**config.mk**
```make
export PLATFORM = sky130hd
export DESIGN_NAME = imem_load_ctrl
export DESIGN_NICKNAME = d
export VERILOG_FILES = /design/src/rtl/imem_load_ctrl.sv
export SDC_FILE = /design/constraint.sdc
export NUM_CORES = 1
export LEC_CHECK = 0
export CORE_ASPECT_RATIO = 1.25
export CORE_MARGIN = 2
export CORE_UTILIZATION = 34
export CTS_BUF_LIST = sky130_fd_sc_hd__clkbuf_4
export DETAILED_ROUTE_END_ITERATION = 6
export HOLD_SLACK_MARGIN = 0.08
export PLACE_DENSITY = 0.94
export SLEW_MARGIN = 10
export SYNTH_ARGS = -nofsm -noshare
export SYNTH_HDL_FRONTEND = slang
export SYNTH_SLANG_ARGS = --single-unit
```
**constraint.sdc**
```tcl
create_clock -name clk -period 2.9 [get_ports clk]
set_input_delay 0.87 -clock clk [delete_from_list [all_inputs] [get_ports clk]]
set_output_delay 0.87 -clock clk [all_outputs]
set_load 0.02 [all_outputs]
```
**src/rtl/imem_load_ctrl.sv**
```systemverilog
// Instruction-memory port owner: boot-loads a program image, zero-fills the tail,
// then muxes the read port between the core fetch path and single-cycle debug reads.
module imem_load_ctrl #(
   parameter int          DEPTH     = 64,
   parameter int          AW        = 6,
   parameter bit          BOOT_LOAD = 1'b1,
   parameter logic [31:0] NOP       = 32'h0000_0013
) (
   input  logic          clk,
   input  logic          rst_n,
   input  logic          load_start,
   input  logic          ld_valid,
   output logic          ld_ready,
   input  logic [31:0]   ld_data,
   input  logic          ld_last,
   input  logic [31:0]   fetch_addr,
   output logic [31:0]   fetch_data,
   output logic          core_stall,
   input  logic          dbg_req,
   input  logic [AW-1:0] dbg_addr,
   output logic          dbg_ack,
   output logic [31:0]   dbg_rdata,
   output logic          mem_we,
   output logic [AW-1:0] mem_waddr,
   output logic [31:0]   mem_wdata,
   output logic [AW-1:0] mem_raddr,
   input  logic [31:0]   mem_rdata,
   output logic          load_done,
   output logic [AW:0]   load_count,
   output logic          err_overflow
);

   localparam logic [1:0] S_LOAD  = 2'd0;
   localparam logic [1:0] S_ZFILL = 2'd1;
   localparam logic [1:0] S_RUN   = 2'd2;
   localparam logic [1:0] S_DBG   = 2'd3;

   localparam logic [1:0]    S_RESET  = BOOT_LOAD ? S_LOAD : S_RUN;
   localparam logic [AW-1:0] LAST_IDX = AW'(DEPTH - 1);

   logic [1:0]    state;
   logic [AW-1:0] wptr;
   logic          fetch_unused;

   // Only the word-index bits of the byte PC select an instruction.
   assign fetch_unused = ^{fetch_addr[31:AW+2], fetch_addr[1:0]};

   // NOTE: every output gets a default before the case so no latch is inferred.
   always_comb begin
      ld_ready   = (state == S_LOAD) & ~load_start;
      core_stall = (state != S_RUN);
      mem_we     = 1'b0;
      mem_waddr  = wptr;
      mem_wdata  = '0;
      mem_raddr  = fetch_addr[AW+1:2];
      fetch_data = NOP;
      case (state)
         S_LOAD: begin
            mem_we    = ld_valid & ld_ready & rst_n;
            mem_wdata = ld_data;
         end
         S_ZFILL: mem_we     = ~load_start & rst_n;
         S_RUN:   fetch_data = mem_rdata;
         S_DBG:   mem_raddr  = dbg_addr;
         default: ;
      endcase
   end

   // NOTE: state registers use non-blocking assignments so all updates land together.
   always_ff @(posedge clk or negedge rst_n) begin
      if (!rst_n) begin
         state        <= S_RESET;
         wptr         <= '0;
         load_count   <= '0;
         load_done    <= 1'b0;
         err_overflow <= 1'b0;
         dbg_ack      <= 1'b0;
         dbg_rdata    <= '0;
      end else begin
         dbg_ack <= 1'b0;
         case (state)
            S_LOAD: begin
               if (load_start) begin
                  wptr       <= '0;
                  load_count <= '0;
               end else if (ld_valid && ld_ready) begin
                  wptr       <= wptr + 1'b1;
                  load_count <= load_count + 1'b1;
                  if (wptr == LAST_IDX) begin
                     state     <= S_RUN;
                     load_done <= 1'b1;
                     if (!ld_last) err_overflow <= 1'b1;
                  end else if (ld_last) begin
                     state <= S_ZFILL;
                  end
               end
            end
            S_ZFILL: begin
               if (load_start) begin
                  state      <= S_LOAD;
                  wptr       <= '0;
                  load_count <= '0;
               end else begin
                  wptr <= wptr + 1'b1;
                  if (wptr == LAST_IDX) begin
                     state     <= S_RUN;
                     load_done <= 1'b1;
                  end
               end
            end
            S_RUN: begin
               // dbg_ack is high exactly in the RUN cycle after DBG, which doubles as
               // the guaranteed fetch-progress cycle before another debug steal.
               if (load_start) begin
                  state        <= S_LOAD;
                  wptr         <= '0;
                  load_count   <= '0;
                  load_done    <= 1'b0;
                  err_overflow <= 1'b0;
               end else if (dbg_req && !dbg_ack) begin
                  state <= S_DBG;
               end
            end
            S_DBG: begin
               dbg_rdata <= mem_rdata;
               dbg_ack   <= 1'b1;
               state     <= S_RUN;
            end
            default: state <= S_RESET;
         endcase
      end
   end

endmodule
```
Word level (Yosys, flattened, before mapping) --
Cells that the tools add are included.
Word-level totals: bits in registers 50, latch bits 0, memory bits (writable) 0, ROM bits 0, logic and storage cells 77, memories 0
Cells by class: add/sub/neg operators 2, multiply operators 0, divide/modulo/power cells 0, $lt $le $gt $ge 0, eq/ne operators 16, shift operators 0, multiplexer cells 34, bitwise operators 5, reduce and logical (&&, ||, !) cells 13
Operators with widths (count):
- 32-bit two-way mux | 2
- 6-bit two-way mux | 5
- 7-bit two-way mux | 3
- 6-bit case mux with 3 select lines | 1
- 2-bit two-way mux | 8
- 7-bit case mux with 2 select lines | 1
- 1-bit two-way mux | 10
- 2-bit inequality test, second input constant | 5
- 5-bit AND reduction | 2
- 2-bit case mux with 4 select lines | 1
- 7-bit by 1-bit adder with 7-bit output, second input constant | 1
- 6-bit by 1-bit adder with 6-bit output, second input constant | 1
- 6-bit == test, second input constant | 1
- 2-bit by 1-bit inequality test with 1-bit output, second input constant | 3
- 3-bit by 2-bit inequality test with 1-bit output, second input constant | 2
- 3-bit inequality test, second input constant | 2
- 3-bit AND reduction | 2
- 6-bit AND reduction | 1
- 1-bit AND | 4
- 2-bit == test, second input constant | 2
- 1-bit case mux with 2 select lines | 2
- 2-bit nonzero test | 2
- 1-bit case mux with 3 select lines | 1
- 3-bit nonzero test | 1
- 6 further kinds | 7

Depth between registers and ports, before layout --
depth after elaboration 6, mapped depth 7, gate-level depth less buffers 6

Worst setup path after synthesis --
OpenSTA, ideal clock, no wires.
kind input -> output, from input port load_start, to output port mem_we, arrival 1.764 ns, path slack 0.266 ns, stages 3, path buffers 2, cells stage by stage buf_4 -> clkbuf_1 -> nor3b_1
On the way: longest elaborated chain between the ends 5, elaborated cells between the ends (all ways) 6, those cells by class mux (1); bitwise (5)
Ends and longest elaborated chain:
- from (decl) | line 11 | input logic load_start,
- 1-bit NOT * | line 50, 62
- 1-bit AND | line 50 | ld_ready = (state == S_LOAD) & ~load_start;
- 1-bit AND (2 in series) | line 59 | mem_we = ld_valid & ld_ready & rst_n;
- 1-bit case mux with 2 select lines * | line 57 | case (state)
- to (decl) | line 23 | output logic mem_we,
Every way passes the cells marked *; elsewhere a longest branch is shown, timed or not.

Final worst setup path --
from input port fetch_addr[5], to output port mem_raddr[3]
On the way: longest elaborated chain between the ends 1
Ends and longest elaborated chain:
- from (decl) | line 16 | input logic [31:0] fetch_addr,
- 6-bit two-way mux | line 57
- to (decl) | line 26 | output logic [AW-1:0] mem_raddr,
Every way passes these cells.

==> results.json <==
{
  "status": "finished, final reports clean",
  "share_comb_of_total_power": 0.669,
  "finalHoldViolCount": 0,
  "synth_ff_type": "dfrtp_1",
  "rsz0062_at_grt": "false",
  "place_inst": 573,
  "power_w": 0.004440,
  "p_sw_w": 0.001938,
  "ant_nets": 0,
  "power.internal_w": 0.002501,
  "start_util": 0.3481,
  "p_leak_nw": 2.336,
  "post-route-min-period_ns": 2.742,
  "drtPass1Iterations": 4,
  "grt_usage": 0.2094,
  "yosysTopAreaCell": "dfrtp_1",
  "vias": 2843,
  "die-area_sq_mm": 0.009144,
  "clock_latency_ns": 0.35,
  "dieWidth_microns": 85.93,
  "grt_max_degree": 54,
  "hold_path.class": "reg2reg",
  "clockPowerShare": 0.071,
  "final_util": 0.6137,
  "seq_area_frac_synth": 0.4386,
  "die_height_microns": 106.4,
  "cp.required_ns": 2.03,
  "critPathBufInv": 2,
  "max-slew-margin-rel": 0.5686,
  "critPathSlowestCell": "clkdlybuf4s50_1",
  "stdcell_count": 580,
  "cts_tree": "done",
  "irDropWorstVdd_mv": 0.6248,
  "syn_avg_cell_area_sq_um": 10.37,
  "endpoint_kind": "output pin",
  "htreeDepth": 2,
  "maxCapViolCount": 0,
  "ys_ff_latch": 50,
  "initialDrtViolationCount": 97,
  "cts_buffers": 5,
  "synth_top_area_share": 0.4386,
  "cts_sinks": 50,
  "routed_wl_microns": 9574,
  "rrSetupSlack_ns": 0.71,
  "grt_pass1_wl_microns": 15280,
  "synth-edff-count": 0,
  "yosysWarnings": 0,
  "grt.overflow.total": 0,
  "worstSetupPathType": "in2out",
  "hold_buffers": 0,
  "port_buffers": 202,
  "antenna_found_initial": 0,
  "fin_hold_ws_ns": 0.5220,
  "pwr_density_cell_mw_per_mm2": 882.9,
  "dp_slack_ns": -0.1987,
  "netlist_area_sq_mm": 0.002853,
  "diodes": 0,
  "finClkSkew_ns": 0.002889,
  "drive_gt1_frac": 0.1470,
  "sw_frac_of_total": 0.4366,
  "critical-path-top-delay-family": "buffers and inverters",
  "clockBufferDepth": 2,
  "dp_hpwl_microns": 7484,
  "cpPeakStageDelay_ns": 0.40,
  "ioPinCount": 229,
  "crit_chain": "clkdlybuf4s50_1, mux2_2, dlygate4sd2_1",
  "setup_viol": 0,
  "worst_setup_path_start_kind": "input port",
  "synth_cells": 275,
  "place_congestion": 0.8647,
  "yosys.cell_types.count": 44,
  "vias_per_cell": 4.902,
  "min_period_over_period": 0.9456,
  "areaGrowthSynthToFinish_pct": 76.27,
  "p_seq_frac": 0.260,
  "fillers": 677,
  "grt_pass1_vias": 2996,
  "drc_errors": 0,
  "cp_data_arrival_time_ns": 1.87,
  "path_clk_slew_ns": 0.13,
  "path_max_fanout": 1,
  "setup_ws_ns": 0.1576,
  "core_area_sq_mm": 0.008194,
  "rows": 37,
  "worst_pin_slew_ns": 0.6470,
  "synth-async-reset-ratio": 1.000,
  "cts-root-buf": "clkbuf_4",
  "nNetsFinal": 598,
  "drv_slew": 0,
  "syn-num-nets": 390,
  "wl_per_cell_microns": 16.51,
  "timing.fmax_mhz": 364.7,
  "ys_top_cells_by_area": "dfrtp_1, mux2_2, and2_1"
}
power groups by stage:
stage / combinational [W] / clock, W / sequential (W)
floorplan: 0.00135 / 0 / 0.00146
global placement: 0.00307 / 0 / 0.00114
detailed placement: 0.00313 / 0 / 0.00117
CTS: 0.00299 / 0.000337 / 0.00116
global route: 0.00318 / 0.000360 / 0.00119
finish: 0.00297 / 0.000313 / 0.00116
sequential cells by signal (all words and copies together), names as in the netlist:
signal and count:
dbg_ack 1, dbg_rdata 32, err_overflow 1, load_count 7, load_done 1, mem_waddr 6, state 2
stage by stage:
stage	setup TNS, ns	instance area [sq um]
finish	0	5029
global route	0	5029
CTS	-0.08213	5030
detailed placement	-2.494	5051
global placement	-1.815	5051
floorplan	0	2853
logic make-up (layout without fill, tap and decap cells):
group	after synthesis	count (layout)	share of synthesized area
flops	50	50	0.4386
mux	39	39	0.1535
simple gates	116	116	0.2434
compound gates	34	34	0.08597
xor+xnor	4	4	0.01228
buf+inv	25	233	0.03552
fa+ha+maj	7	7	0.03070
cell usage in the layout (no fill, tap or decap), drive strengths merged, types with 3 or more instances in the layout:
cell type,count
nand2b,9
clkbuf,7
and2,61
dfrtp,50
nand3,7
a22oi,3
nor2,12
ha,7
mux2,38
nand2,7
buf,16
inv,9
clkdlybuf4s50,128
xnor2,4
dlygate4sd2,71
o21ai,9
nor3,5
nor4b,3
a21oi,4
metal layers:
layer  track usage  up-vias  routed length, microns
met5             0        -                       0
met4       0.04989        0                      85
met3       0.05590        8                     670
met2        0.3533      129                    4964
met1        0.2650     1341                    3854
li1              -     1365                       -
layout make-up:
| type | count | area [sq um] | share of cell area |
|---|---|---|---|
| timing repair buffer | 217 | 2054 | 0.4086 |
| sequential | 50 | 1251 | 0.2488 |
| clock inverter | 1 | 7.507 | 0.001493 |
| tap | 97 | 121.4 | 0.02414 |
| inverter | 9 | 33.78 | 0.006718 |
| multi-input combinational | 200 | 1515 | 0.3013 |
| clock buffer | 6 | 45.04 | 0.008957 |
worst reg2reg max path: cells and delay by family (launching register included):
family	cells	cell delay (ns)
compound gates	1	0.28
simple gates	2	0.78
fa+ha+maj	1	0.27
flops	1	0.44
buf+inv	1	0.33
repair_timing:
item,CTS,global route
resized for setup,76,4
pin swaps,0,0
buffers inserted,0,0
endpoints found under the setup margin,73,2
hold endpoints to repair,0,0
path summary, 6_finish.rpt:
check / from / to / depth (start not counted)
setup / recovery: fetch_addr[5] / mem_raddr[3] / 3
hold / removal: dbg_rdata[17]$_DFFE_PN0P_ / dbg_rdata[17]$_DFFE_PN0P_ / 1
setup reg to reg: state[0]$_DFFE_PN0P_ / load_count[6]$_DFFE_PN0P_ / 5
hold reg to reg: dbg_rdata[17]$_DFFE_PN0P_ / dbg_rdata[17]$_DFFE_PN0P_ / 1
max in group asynchronous: rst_n / dbg_rdata[25]$_DFFE_PN0P_ / 2
min in group asynchronous: rst_n / load_count[6]$_DFFE_PN0P_ / 2
cells in the mapped netlist (2+ instances only):
library cell,instances
and2_1,61
o211ai_1,2
o21ai_0,8
a31oi_1,2
clkbuf_1,12
inv_1,9
nand2_1,7
nor3_1,5
buf_2,3
mux2_2,38
nand3_1,7
a21oi_1,4
nor4b_1,2
xnor2_1,4
a22oi_1,3
a41o_1,2
nand2b_1,9
ha_1,7
dfrtp_1,50
o311ai_0,2
nor2_1,12
a2bb2oi_1,2
o22ai_1,2
nor2b_1,2
Note: power is estimated with default switching activity, not from simulation.
